$ cat config.mk
export PLATFORM = sky130hd
export DESIGN_NAME = cost_accumulator
export DESIGN_NICKNAME = d
export VERILOG_FILES = /design/src/rtl/cost_accumulator.sv
export SDC_FILE = /design/constraint.sdc
export NUM_CORES = 1
export LEC_CHECK = 0
export ABC_AREA = 1
export CAP_MARGIN = 20
export CORE_MARGIN = 2
export CORE_UTILIZATION = 45
export CTS_CLUSTER_SIZE = 8
export DETAILED_ROUTE_END_ITERATION = 10
export GPL_TIMING_DRIVEN = 0
export PLACE_DENSITY = 0.72
export SETUP_SLACK_MARGIN = 0.02
export SLEW_MARGIN = 25
export SYNTH_ARGS = -nofsm -noshare
export SYNTH_HDL_FRONTEND = slang
export SYNTH_SLANG_ARGS = --single-unit
$ cat constraint.sdc
create_clock -name clock -period 9.8 [get_ports clock]
set_input_delay 1.47 -clock clock [delete_from_list [all_inputs] [get_ports clock]]
set_output_delay 1.47 -clock clock [all_outputs]
set_load 0.1 [all_outputs]
$ cat src/rtl/cost_accumulator.sv
// -----------------------------------------------------------------------------
// cost_accumulator
//   Hardware cost computation for the training loop. Each newOutput strobe
//   captures one perceptron output vector plus its per-channel target bits.
//   Channels are processed serially, one per cycle. Each channel goes through a
//   hard-sigmoid approximation, then a squared or absolute error against the
//   target. The errors are summed over SEQ_LEN samples, and the saturated sum
//   is presented on costFunc with a one-cycle newCostFunc strobe. A saturating
//   counter tracks the elements whose sign-based prediction missed the target.
//
// Ports
//   clock          rising-edge clock
//   reset          asynchronous active-low reset
//   clearAcc       synchronous clear of all accumulation state (costFunc kept)
//   newOutput      one-cycle strobe: networkOutput/target valid
//   networkOutput  OUTPUT_SZ signed Q(QN.QM) words, channel c at [c*BITWIDTH +: BITWIDTH]
//   target         expected bit per channel
//   busy           high while a captured sample is being processed
//   costFunc       saturated sequence cost, unsigned Q(QN.QM)
//   newCostFunc    one-cycle pulse when costFunc is updated
//   wrongBits      cumulative mispredicted elements, saturating
//   overrun        sticky flag: newOutput arrived while busy
// -----------------------------------------------------------------------------
module cost_accumulator #(
    parameter int OUTPUT_SZ = 1,
    parameter int QN        = 6,
    parameter int QM        = 11,
    parameter int BITWIDTH  = QN + QM + 1,
    parameter int SEQ_LEN   = 8,
    parameter int MODE      = 0,
    parameter int CNT_W     = 16
) (
    input  logic                          clock,
    input  logic                          reset,
    input  logic                          clearAcc,
    input  logic                          newOutput,
    input  logic [OUTPUT_SZ*BITWIDTH-1:0] networkOutput,
    input  logic [OUTPUT_SZ-1:0]          target,
    output logic                          busy,
    output logic [BITWIDTH-1:0]           costFunc,
    output logic                          newCostFunc,
    output logic [CNT_W-1:0]              wrongBits,
    output logic                          overrun
);

    // The accumulator can never wrap: one term is at most 2^QM < 2^(BITWIDTH-1).
    localparam int ACC_W = BITWIDTH + $clog2(SEQ_LEN * OUTPUT_SZ) + 1;
    localparam int CH_W  = (OUTPUT_SZ > 1) ? $clog2(OUTPUT_SZ) : 1;
    localparam int SC_W  = (SEQ_LEN > 1) ? $clog2(SEQ_LEN) : 1;
    localparam int SW    = BITWIDTH + 1;

    localparam logic [CH_W-1:0]       LAST_CH     = CH_W'(OUTPUT_SZ - 1);
    localparam logic [SC_W-1:0]       LAST_SAMPLE = SC_W'(SEQ_LEN - 1);
    localparam logic signed [SW-1:0]  HALF_S      = SW'(2 ** (QM - 1));
    localparam logic signed [SW-1:0]  ONE_S       = SW'(2 ** QM);
    localparam logic signed [SW-1:0]  ZERO_S      = SW'(0);
    localparam logic [QM:0]           ONE_E       = {1'b1, {QM{1'b0}}};
    localparam logic [ACC_W-1:0]      COST_MAX    = {{(ACC_W - BITWIDTH + 1){1'b0}}, {(BITWIDTH - 1){1'b1}}};
    localparam logic [CNT_W-1:0]      CNT_MAX     = {CNT_W{1'b1}};

    typedef enum logic [1:0] {
        IDLE = 2'd0,
        CALC = 2'd1,
        DONE = 2'd2
    } state_t;

    state_t                        state_r;
    state_t                        nextState_s;
    logic [OUTPUT_SZ*BITWIDTH-1:0] capWord_r;
    logic [OUTPUT_SZ-1:0]          capTarget_r;
    logic [CH_W-1:0]               ch_r;
    logic [SC_W-1:0]               sampleCnt_r;
    logic [ACC_W-1:0]              acc_r;
    logic                          busy_r;
    logic                          busyNext_s;
    logic [BITWIDTH-1:0]           costFunc_r;
    logic                          newCostFunc_r;
    logic [CNT_W-1:0]              wrongBits_r;
    logic                          overrun_r;

    logic signed [BITWIDTH-1:0]    x_s;
    logic signed [SW-1:0]          xExt_s;
    logic signed [SW-1:0]          s_s;
    logic [QM:0]                   clamp_s;
    logic [QM:0]                   e_s;
    logic [2*QM:0]                 sq_s;
    logic [QM:0]                   term_s;
    logic                          tgt_s;
    logic                          mispredict_s;
    logic [BITWIDTH-1:0]           costSat_s;

    // State register; clearAcc forces IDLE ahead of any transition.
    always_ff @(posedge clock or negedge reset) begin
        if (!reset) begin
            state_r <= IDLE;
        end else if (clearAcc) begin
            state_r <= IDLE;
        end else begin
            state_r <= nextState_s;
        end
    end

    // Next-state logic: one channel per CALC cycle, DONE only on the last sample.
    always_comb begin
        nextState_s = state_r;
        case (state_r)
            IDLE: begin
                if (newOutput) begin
                    nextState_s = CALC;
                end else begin
                    nextState_s = IDLE;
                end
            end
            CALC: begin
                if (ch_r == LAST_CH) begin
                    if (sampleCnt_r == LAST_SAMPLE) begin
                        nextState_s = DONE;
                    end else begin
                        nextState_s = IDLE;
                    end
                end else begin
                    nextState_s = CALC;
                end
            end
            DONE:    nextState_s = IDLE;
            default: nextState_s = IDLE;
        endcase
    end

    // Output decode: busy is registered from the state being entered.
    always_comb begin
        busyNext_s = 1'b0;
        if (clearAcc) begin
            busyNext_s = 1'b0;
        end else begin
            case (nextState_s)
                CALC:    busyNext_s = 1'b1;
                DONE:    busyNext_s = 1'b1;
                default: busyNext_s = 1'b0;
            endcase
        end
    end

    // Per-channel hard sigmoid, error term and sign-based prediction check.
    always_comb begin
        x_s          = capWord_r[ch_r*BITWIDTH +: BITWIDTH];
        tgt_s        = capTarget_r[ch_r];
        xExt_s       = {x_s[BITWIDTH-1], x_s};
        s_s          = (xExt_s >>> 2) + HALF_S;
        clamp_s      = {(QM + 1){1'b0}};
        if (s_s < ZERO_S) begin
            clamp_s = {(QM + 1){1'b0}};
        end else if (s_s > ONE_S) begin
            clamp_s = ONE_E;
        end else begin
            clamp_s = s_s[QM:0];
        end
        if (tgt_s) begin
            e_s = ONE_E - clamp_s;
        end else begin
            e_s = clamp_s;
        end
        sq_s = {{QM{1'b0}}, e_s} * {{QM{1'b0}}, e_s};
        if (MODE == 0) begin
            term_s = (QM + 1)'(sq_s >> QM);
        end else begin
            term_s = e_s;
        end
        mispredict_s = (~x_s[BITWIDTH-1]) != tgt_s;
    end

    // Cost saturation into the signed output range.
    always_comb begin
        if (acc_r > COST_MAX) begin
            costSat_s = COST_MAX[BITWIDTH-1:0];
        end else begin
            costSat_s = acc_r[BITWIDTH-1:0];
        end
    end

    // Datapath: capture, accumulation, cost publication and monitoring counters.
    always_ff @(posedge clock or negedge reset) begin
        if (!reset) begin
            capWord_r     <= {(OUTPUT_SZ * BITWIDTH){1'b0}};
            capTarget_r   <= {OUTPUT_SZ{1'b0}};
            ch_r          <= {CH_W{1'b0}};
            sampleCnt_r   <= {SC_W{1'b0}};
            acc_r         <= {ACC_W{1'b0}};
            busy_r        <= 1'b0;
            costFunc_r    <= {BITWIDTH{1'b0}};
            newCostFunc_r <= 1'b0;
            wrongBits_r   <= {CNT_W{1'b0}};
            overrun_r     <= 1'b0;
        end else if (clearAcc) begin
            ch_r          <= {CH_W{1'b0}};
            sampleCnt_r   <= {SC_W{1'b0}};
            acc_r         <= {ACC_W{1'b0}};
            busy_r        <= 1'b0;
            newCostFunc_r <= 1'b0;
            wrongBits_r   <= {CNT_W{1'b0}};
            overrun_r     <= 1'b0;
        end else begin
            busy_r        <= busyNext_s;
            newCostFunc_r <= 1'b0;
            case (state_r)
                IDLE: begin
                    if (newOutput) begin
                        capWord_r   <= networkOutput;
                        capTarget_r <= target;
                        ch_r        <= {CH_W{1'b0}};
                    end
                end
                CALC: begin
                    acc_r <= acc_r + {{(ACC_W - QM - 1){1'b0}}, term_s};
                    if (mispredict_s && (wrongBits_r != CNT_MAX)) begin
                        wrongBits_r <= wrongBits_r + CNT_W'(1'b1);
                    end
                    if (ch_r == LAST_CH) begin
                        ch_r <= {CH_W{1'b0}};
                        // DONE clears the counter when the sequence completes.
                        if (sampleCnt_r != LAST_SAMPLE) begin
                            sampleCnt_r <= sampleCnt_r + SC_W'(1'b1);
                        end
                    end else begin
                        ch_r <= ch_r + CH_W'(1'b1);
                    end
                    if (newOutput) begin
                        overrun_r <= 1'b1;
                    end
                end
                DONE: begin
                    costFunc_r    <= costSat_s;
                    newCostFunc_r <= 1'b1;
                    acc_r         <= {ACC_W{1'b0}};
                    sampleCnt_r   <= {SC_W{1'b0}};
                    if (newOutput) begin
                        overrun_r <= 1'b1;
                    end
                end
                default: begin
                    ch_r <= {CH_W{1'b0}};
                end
            endcase
        end
    end

    assign busy        = busy_r;
    assign costFunc    = costFunc_r;
    assign newCostFunc = newCostFunc_r;
    assign wrongBits   = wrongBits_r;
    assign overrun     = overrun_r;

endmodule

==> results.yml, run 1 <==
timing:
  max_slew_margin_pct: 30.3
  tightest_slew_ns: 1.04
  tns_ns: 0
  grt_setup_unrepaired: "no"
  min_period_over_period_pct: 92.6
  hold_violations: 0
  period_minus_slack_ns: 9.07
  setup_viol: 0
  fmax_ghz: 0.110
  fin_skew_ns: 0.00470
  timing.final.ws_setup_ns: 0.729
  final_max_slew_viol_count: 0
power_and_ir_drop:
  power_frac_clock_pct: 9.9
  max-vdd-ir-drop_mv: 0.219
  p_per_area_mw_per_mm2: 348
  seqPwrFrac_pct: 11.5
  p_switching_mw: 1.91
  p_int_mw: 1.53
  combPwrFrac_pct: 78.6
  p_leak_nw: 5.08
  swShare_pct: 55.6
synthesis:
  ys_types: 54
  synth_ff_type: "dfrtp_1"
  synth-seq-cells: 81
  syn-mean-instance-area_um2: 7.78
  synth.largest_area_cell: "dfrtp_1"
  synthArstFlopShare_pct: 100
  yosysSeqAreaShare_pct: 23.5
  netlist_instances: 1109
  yosysWarnings: 0
  synth_top_area_share_pct: 23.5
  netlist_area_mm2: 0.00863
  yosys-top-cells-area: "dfrtp_1 23%, fa_1 19%, ha_1 11%"
  synth_edf_count: 0
routing:
  viasPerCell: 5.05
  first_iter_violations: 382
  first_pass_iters: 5
  wl_per_cell_um: 13.8
  drc: 0
  vias: 7186
  ant_nets: 0
  wl_mm: 19.6
clocking:
  cts_max_level: 3
  clk_latency_ns: 0.34
  cts_buffers: 9
  clock-sinks: 81
  post_cts_buffers: 0
  cts_tree: "built"
  cts_buffer_depth: 2
  path_clk_slew_ns: 0.06
  root_buffer: "clkbuf_16"
setup_path:
  crit_path_top_delay_cell: "fa_1"
  critPathRequiredTime_ns: 10.03
  r2r_slack_ns: 0.73
  critical_path.max_fanout: 10
  worst-endpoint-arrival_ns: 9.30
  critPathKind: "reg2reg"
  regToRegEndpoint: "acc_r[20]$_DFFE_PN0P_"
  reg2reg_depth: 46
  r2r_start: "capWord_r[12]$_DFFE_PN0P_"
  worst_setup_path_start_kind: "flop"
  cpMostUsedCell: "nand2_1"
  critical-path-max-stage-delay_ns: 0.57
  end_kind: "flop"
die:
  die_w_um: 142
  fp.dieH_um: 142
  die-area_mm2: 0.0203
  ios: 60
  rows: 50
  initial_core_util_pct: 46.0
  coreArea_mm2: 0.0188
min_path:
  hold_start: "costFunc[4]$_DFFE_PN0P_"
  whs_endpoint: "costFunc[4]$_DFFE_PN0P_"
  hold_depth: 2
  worstHoldPathType: "reg2reg"
grt:
  grt_max_degree: 52
  grt_pass1_wl_mm: 33.5
  antenna_found_initial: 0
  grt_overflow: 0
  grt_pass1_vias: 7069
  track_usage_pct: 20.5
finish:
  fillerInstances: 1790
  layout_common_cells: "235 x nand2_1, 225 x inv_1, 89 x nor2_1"
  nNetsFinal: 1365
  layout_commonest_cell: "nand2_1"
  drive_above_1_share_pct: 5.98
  area_growth_pct: 14.4
  n_antenna_cell: 0
place:
  dpl.hpwl_mm: 15.8
  gp_congestion: 0.903
  port_buffers: 57
  detailedPlace.worstSlack_ns: 0.558
run:
  cap_violations: 0
outcome:
  outcome: "completed"
[sequential cells by signal, summed over array words and instances (netlist names)]
register / flops
capTarget_r: 1
wrongBits: 16
costFunc: 18
capWord_r: 16
overrun: 1
busy: 1
sampleCnt_r: 3
newCostFunc: 1
acc_r: 22
state_r: 2
[worst max path at each step]
stage                                    from               endpoint  slack (ns)  cells past startpoint
detailed placement  capWord_r[12]$_DFFE_PN0P_  acc_r[19]$_DFFE_PN0P_        0.56                     46
floorplan           capWord_r[12]$_DFFE_PN0P_  acc_r[18]$_DFFE_PN0P_        1.80                     46
global route        capWord_r[12]$_DFFE_PN0P_  acc_r[19]$_DFFE_PN0P_        0.04                     50
global placement    capWord_r[12]$_DFFE_PN0P_  acc_r[19]$_DFFE_PN0P_        0.61                     46
finish              capWord_r[12]$_DFFE_PN0P_  acc_r[20]$_DFFE_PN0P_        0.73                     46
CTS                 capWord_r[12]$_DFFE_PN0P_  acc_r[19]$_DFFE_PN0P_        0.53                     46
[stage by stage]
step	util (%)	hold WS [ns]	instances	total power [mW]	cell area [um^2]
after floorplan	-	0.456	1116	2.47	8660
after global placement	50.7	0.466	1407	3.02	9520
after detailed placement	50.9	0.466	1408	3.06	9540
after CTS	52.4	0.485	1422	3.43	9840
after global routing	52.6	0.512	1422	3.85	9870
final	52.6	0.482	1422	3.44	9870
[cell families after synthesis]
family,synth area share (%)
flops,23.5
fa+ha+maj,29.9
xor+xnor,2.13
simple gates,22.5
buf+inv,11.4
compound gates,10.5
other cells,0.0870
[critical path, delay by kind of cell, from the launching register on]
| family | cells | cell delay (ns) |
|---|---|---|
| flops | 1 | 0.45 |
| xor+xnor | 1 | 0.15 |
| simple gates | 22 | 2.80 |
| fa+ha+maj | 9 | 3.84 |
| compound gates | 5 | 0.86 |
| buf+inv | 9 | 0.87 |
[layout make-up]
class | count | area, um^2 | area share [%]
sequential | 81 | 2030 | 20.5
inverter | 240 | 908 | 9.21
clock inverter | 4 | 53.8 | 0.545
clock buffer | 10 | 239 | 2.42
tap | 234 | 293 | 2.97
timing repair buffer | 58 | 596 | 6.04
buffer | 15 | 75.1 | 0.761
multi-input combinational | 780 | 5680 | 57.5
[power by group through the flow]
stage	clock network (mW)	registers (mW)	logic, mW
2_1_floorplan	0	0.428	2.05
3_3_place_gp	0	0.399	2.62
6_report	0.341	0.395	2.70
5_1_grt	0.362	0.398	3.09
3_5_place_dp	0	0.400	2.66
4_1_cts	0.346	0.394	2.69
[cell usage after synthesis, types with 2 or more instances]
cell        n
conb_1      2
nand2_1   235
nand4_1    11
o21ai_0    75
dfrtp_1    81
xor2_1     12
nor2_4      7
clkinv_1    3
buf_6       2
nand2_2     7
nand2_4     4
nand3_4     2
nand3_2     3
o22ai_1     2
o21ai_4     2
nor2_1     90
or2_2       2
clkbuf_1   12
o21a_1      3
nor2_2      5
and3_1      2
a211oi_1    2
a21o_1      4
xnor2_1     4
o211ai_1    2
o21ai_1     2
o21ai_2     2
nor3_1     13
nor4_1      6
fa_1       82
a221oi_1    2
a32o_1      2
inv_4       3
nand3_1    42
inv_1     225
nand3b_1    2
a21oi_1    55
ha_1       75
inv_2       9
[repair_timing]
action	CTS	global route
gates resized for setup	0	6
endpoints found under the setup margin	0	8
endpoints found under the hold margin	0	0
hold buffers	0	0
[routing by layer]
| layer | up-vias | part of all wire (%) | GRT usage (%) |
|---|---|---|---|
| met2 | 116 | 47 | 33.4 |
| met5 | - | 0 | 0 |
| met1 | 3440 | 48 | 28.7 |
| met4 | 0 | 1.5 | 4.48 |
| li1 | 3605 | - | - |
| met3 | 25 | 3.4 | 3.47 |
(Power assumes the default switching activity.)
==> inputs of run 2 (changes only) <==
- CORE_MARGIN: 2 -> 4
==> results.yml, run 2 (synthesis gave the netlist of run 1 again) <==
timing:
  fmax_ghz: 0.111
  whs_ns: 0.484
  final_max_slew_viol_count: 0
  grt_setup_unrepaired: "no"
  period_minus_slack_ns: 9.04
  timing.final.ws_setup_ns: 0.763
  tightest_slew_ns: 1.04
  min_period_over_period_pct: 92.2
  tns_ns: 0
  max_slew_margin_pct: 30.7
  hold_violations: 0
  fin_skew_ns: 0.00947
  setup_viol: 0
clocking:
  cts_tree: "built"
  root_buffer: "clkbuf_16"
  cts_buffer_depth: 2
  cts_max_level: 3
  clk_latency_ns: 0.34
  clock-sinks: 81
  cts_buffers: 9
  hold_buffers: 0
  post_cts_buffers: 0
  path_clk_slew_ns: 0.06
  ctsResizeCount: 0
run:
  cap_violations: 0
place:
  dpl.hpwl_mm: 16.0
  gp_congestion: 0.899
  detailedPlace.worstSlack_ns: 0.596
  port_buffers: 57
  dpl_cell_area_mm2: 0.00954
  place_inst: 1408
die:
  fp.dieH_um: 146
  die-area_mm2: 0.0215
  ios: 60
  initial_core_util_pct: 46.0
  rows: 50
  die_w_um: 146
  coreArea_mm2: 0.0188
finish:
  largest_reg_flops: 22
  utilization_pct: 52.6
  n_antenna_cell: 0
  fin_area_mm2: 0.00987
  layout_commonest_cell: "nand2_1"
  multiInputGateArea_mm2: 0.00568
  stdcell_count: 1424
  top_register: "acc_r"
  nNetsFinal: 1365
  layout_common_cells: "235 x nand2_1, 225 x inv_1, 90 x nor2_1"
  seq_area_mm2: 0.00203
  drive_above_1_share_pct: 6.05
  fillerInstances: 1771
  area_growth_pct: 14.4
setup_path:
  end_kind: "flop"
  cpMostUsedCell: "nand2_1"
  crit_path_top_delay_cell: "fa_1"
  critical-path-max-stage-delay_ns: 0.56
  critPathKind: "reg2reg"
  worst_setup_path_start_kind: "flop"
  critical_path.max_fanout: 10
  worst-endpoint-arrival_ns: 9.31
  critPathRequiredTime_ns: 10.07
routing:
  wl_per_cell_um: 14.0
  ant_nets: 0
  viasPerCell: 5.07
  drc: 0
  vias: 7226
  first_pass_iters: 5
  first_iter_violations: 408
  wl_mm: 19.9
grt:
  grt_pass1_wl_mm: 34.8
  grt_overflow: 0
  track_usage_pct: 19.5
  grt_pass1_vias: 7285
  antenna_found_initial: 0
  grt_max_degree: 46
power_and_ir_drop:
  max-vdd-ir-drop_mv: 0.257
  p_per_area_mw_per_mm2: 349
  p_leak_nw: 5.08
  p_total_mw: 3.45
outcome:
  outcome: "completed"
min_path:
  worstHoldPathType: "reg2reg"
run 2: changes by cell type in the layout (fill, tap and decap cells not counted), sizes merged:
cell / change
clkinv: +2
clkbuf: +1
clkinvlp: -1
run 2: worst paths after layout:
kind                                      startpoint                        end  slack (ns)  cells after the start
min in group asynchronous                      reset      acc_r[16]$_DFFE_PN0P_        1.09                      1
setup reg to reg           capWord_r[12]$_DFFE_PN0P_      acc_r[18]$_DFFE_PN0P_        0.76                     47
setup / recovery           capWord_r[12]$_DFFE_PN0P_      acc_r[18]$_DFFE_PN0P_        0.76                     47
hold / removal               costFunc[4]$_DFFE_PN0P_    costFunc[4]$_DFFE_PN0P_        0.48                      2
hold reg to reg              costFunc[4]$_DFFE_PN0P_    costFunc[4]$_DFFE_PN0P_        0.48                      2
max in group asynchronous                      reset  capWord_r[12]$_DFFE_PN0P_        8.09                      2
run 2: power by group:
| group | total [mW] | switching [mW] | internal, mW |
|---|---|---|---|
| logic | 2.71 | 1.75 | 0.957 |
| registers | 0.395 | 0.0290 | 0.366 |
| clock network | 0.343 | 0.143 | 0.200 |
| total | 3.45 | 1.93 | 1.52 |
run 2: per-layer routing:
metal  wire [um]  vias to the layer above  global-route usage (%)
met3         772                       20                    3.48
met5           0                        -                       0
met2        9380                      136                    31.5
li1            -                     3613                       -
met4         278                        0                    4.14
met1        9460                     3457                    27.6
run 2: area by class of cell:
| class | instances | share of cell area (%) |
|---|---|---|
| multi-input combinational | 780 | 57.5 |
| sequential | 81 | 20.5 |
| inverter | 240 | 9.20 |
| timing repair buffer | 58 | 6.03 |
| tap | 234 | 2.97 |
| clock buffer | 11 | 2.36 |
| buffer | 15 | 0.760 |
| clock inverter | 5 | 0.646 |
run 2: critical path: cells and delay by family (launching register included):
family,cells,cell delay [ns]
fa+ha+maj,9,3.79
buf+inv,10,0.87
compound gates,4,0.52
flops,1,0.45
simple gates,23,3.11
xor+xnor,1,0.16
==> inputs of run 3 (changes only) <==
- HOLD_SLACK_MARGIN: default -> 0.03
- PLACE_DENSITY: 0.72 -> 0.66
- clock period: 9.8 -> 7.74 ns (I/O delays scaled with it)
==> results.yml, run 3 (synthesis gave the netlist of run 1 again) <==
routing:
  drc: 0
  first_pass_iters: 5
  wl_mm: 22.1
  viasPerCell: 5.05
  vias: 7645
  wl_per_cell_um: 14.6
  first_iter_violations: 357
  ant_nets: 0
setup_path:
  critical-path-max-stage-delay_ns: 0.55
  critical_path.max_fanout: 6
  r2r_start: "capWord_r[13]$_DFFE_PN0P_"
  regToRegEndpoint: "acc_r[18]$_DFFE_PN0P_"
  crit_path_top_delay_cell: "fa_1"
  r2r_slack_ns: -0.12
  reg2reg_depth: 45
  cpMostUsedCell: "inv_2"
  end_kind: "flop"
  critPathRequiredTime_ns: 8.02
  worst-endpoint-arrival_ns: 8.14
  critPathKind: "reg2reg"
  worst_setup_path_start_kind: "flop"
clocking:
  cts_buffers: 9
  path_clk_slew_ns: 0.06
  cts_buffer_depth: 2
  cts_tree: "built"
  clk_latency_ns: 0.34
  hold_buffers: 0
  root_buffer: "clkbuf_16"
  cts_max_level: 3
  clock-sinks: 81
finish:
  layout_common_cells: "203 x inv_1, 196 x nand2_1, 80 x dfrtp_1"
  area_growth_pct: 35.4
  largest_reg_flops: 22
  top_register: "acc_r"
  drive_above_1_share_pct: 25.5
  layout_commonest_cell: "inv_1"
  n_antenna_cell: 0
  nNetsFinal: 1455
timing:
  final_max_slew_viol_count: 0
  setup_viol: 9
  max_slew_margin_pct: 28.9
  fin_skew_ns: 0.00736
  grt_setup_unrepaired: "yes"
  period_minus_slack_ns: 7.86
  tns_ns: -0.596
  min_period_over_period_pct: 102
  timing.final.ws_setup_ns: -0.121
  hold_violations: 0
  fmax_ghz: 0.127
  tightest_slew_ns: 1.06
die:
  initial_core_util_pct: 46.0
  ios: 60
  die_w_um: 146
  die-area_mm2: 0.0215
  fp.dieH_um: 146
  rows: 50
  coreArea_mm2: 0.0188
min_path:
  hold_start: "costFunc[3]$_DFFE_PN0P_"
  worstHoldPathType: "reg2reg"
  whs_endpoint: "costFunc[3]$_DFFE_PN0P_"
  hold_depth: 2
grt:
  grt_pass1_wl_mm: 36.8
  grt_overflow: 0
  grt_pass1_vias: 7721
  grt_max_degree: 30
  antenna_found_initial: 0
  track_usage_pct: 20.6
place:
  dpl.hpwl_mm: 16.2
  port_buffers: 57
  gp_congestion: 0.869
run:
  cap_violations: 0
outcome:
  violations: "negative setup slack"
  outcome: "complete, but fails checks"
==> run 3: per-stage QoR <==
stage          setup WS (ns)  hold slack, ns  util, %  area, um^2  instances
2_1_floorplan        0.00582           0.456        -        8690       1116
3_3_place_gp           -1.11           0.464     50.9        9560       1407
5_1_grt               -0.488           0.509     62.3       11700       1514
6_report              -0.121           0.482     62.3       11700       1514
4_1_cts              -0.0947           0.480     58.5       11000       1482
3_5_place_dp           -1.17           0.465     51.1        9590       1409
==> run 3: layout make-up <==
type / instances / area, um^2
plain buffers: 15 / 82.6
well taps: 234 / 293
multi-input cells: 780 / 6680
flip-flops and latches: 81 / 2030
repair buffers: 148 / 1350
fillers: 1573 / 7080
clock inverters: 6 / 75.1
inverters: 240 / 953
clock buffers: 10 / 229
==> run 3: worst max-delay path: cells and delay by family (launching register included) <==
family | cells | cell delay, ns
AO/OA/AOI/OAI | 3 | 0.32
XOR/XNOR | 1 | 0.19
adder cells (fa/ha/maj) | 9 | 3.57
buffers and inverters | 14 | 1.09
flip-flops | 1 | 0.43
AND/OR/NAND/NOR | 18 | 2.16
==> run 3: metal layers <==
| metal | vias to the layer above | track usage, % | share of wire [%] |
|---|---|---|---|
| met3 | 24 | 3.88 | 3.4 |
| met2 | 125 | 34.8 | 50 |
| met1 | 3707 | 27.5 | 45 |
| li1 | 3789 | - | - |
| met5 | - | 0 | 0 |
| met4 | 0 | 4.99 | 1.3 |
==> run 3: what timing repair did <==
item                                    in CTS  in global routing
buffers inserted                            57                 34
pin swaps                                  101                 90
endpoints found under the setup margin      20                 18
gates cloned                                 0                  0
resized for setup                          148                115
hold endpoints to repair                     0                  0
==> run 3: how the worst max path moves through the flow <==
| stage | start | slack [ns] | cells past startpoint | to |
|---|---|---|---|---|
| after floorplan | capWord_r[12]$_DFFE_PN0P_ | 0.006 | 45 | acc_r[18]$_DFFE_PN0P_ |
| after global placement | capWord_r[12]$_DFFE_PN0P_ | -1.11 | 46 | acc_r[19]$_DFFE_PN0P_ |
| after detailed placement | capWord_r[12]$_DFFE_PN0P_ | -1.17 | 46 | acc_r[19]$_DFFE_PN0P_ |
| after CTS | capWord_r[13]$_DFFE_PN0P_ | -0.09 | 45 | acc_r[19]$_DFFE_PN0P_ |
| after global routing | capWord_r[13]$_DFFE_PN0P_ | -0.49 | 49 | acc_r[19]$_DFFE_PN0P_ |
| final | capWord_r[13]$_DFFE_PN0P_ | -0.12 | 45 | acc_r[18]$_DFFE_PN0P_ |
Power of run 3 is left out: the tool's default activity adds up to more than one toggle a clock period on the data nets, which glitch-free logic cannot reach.
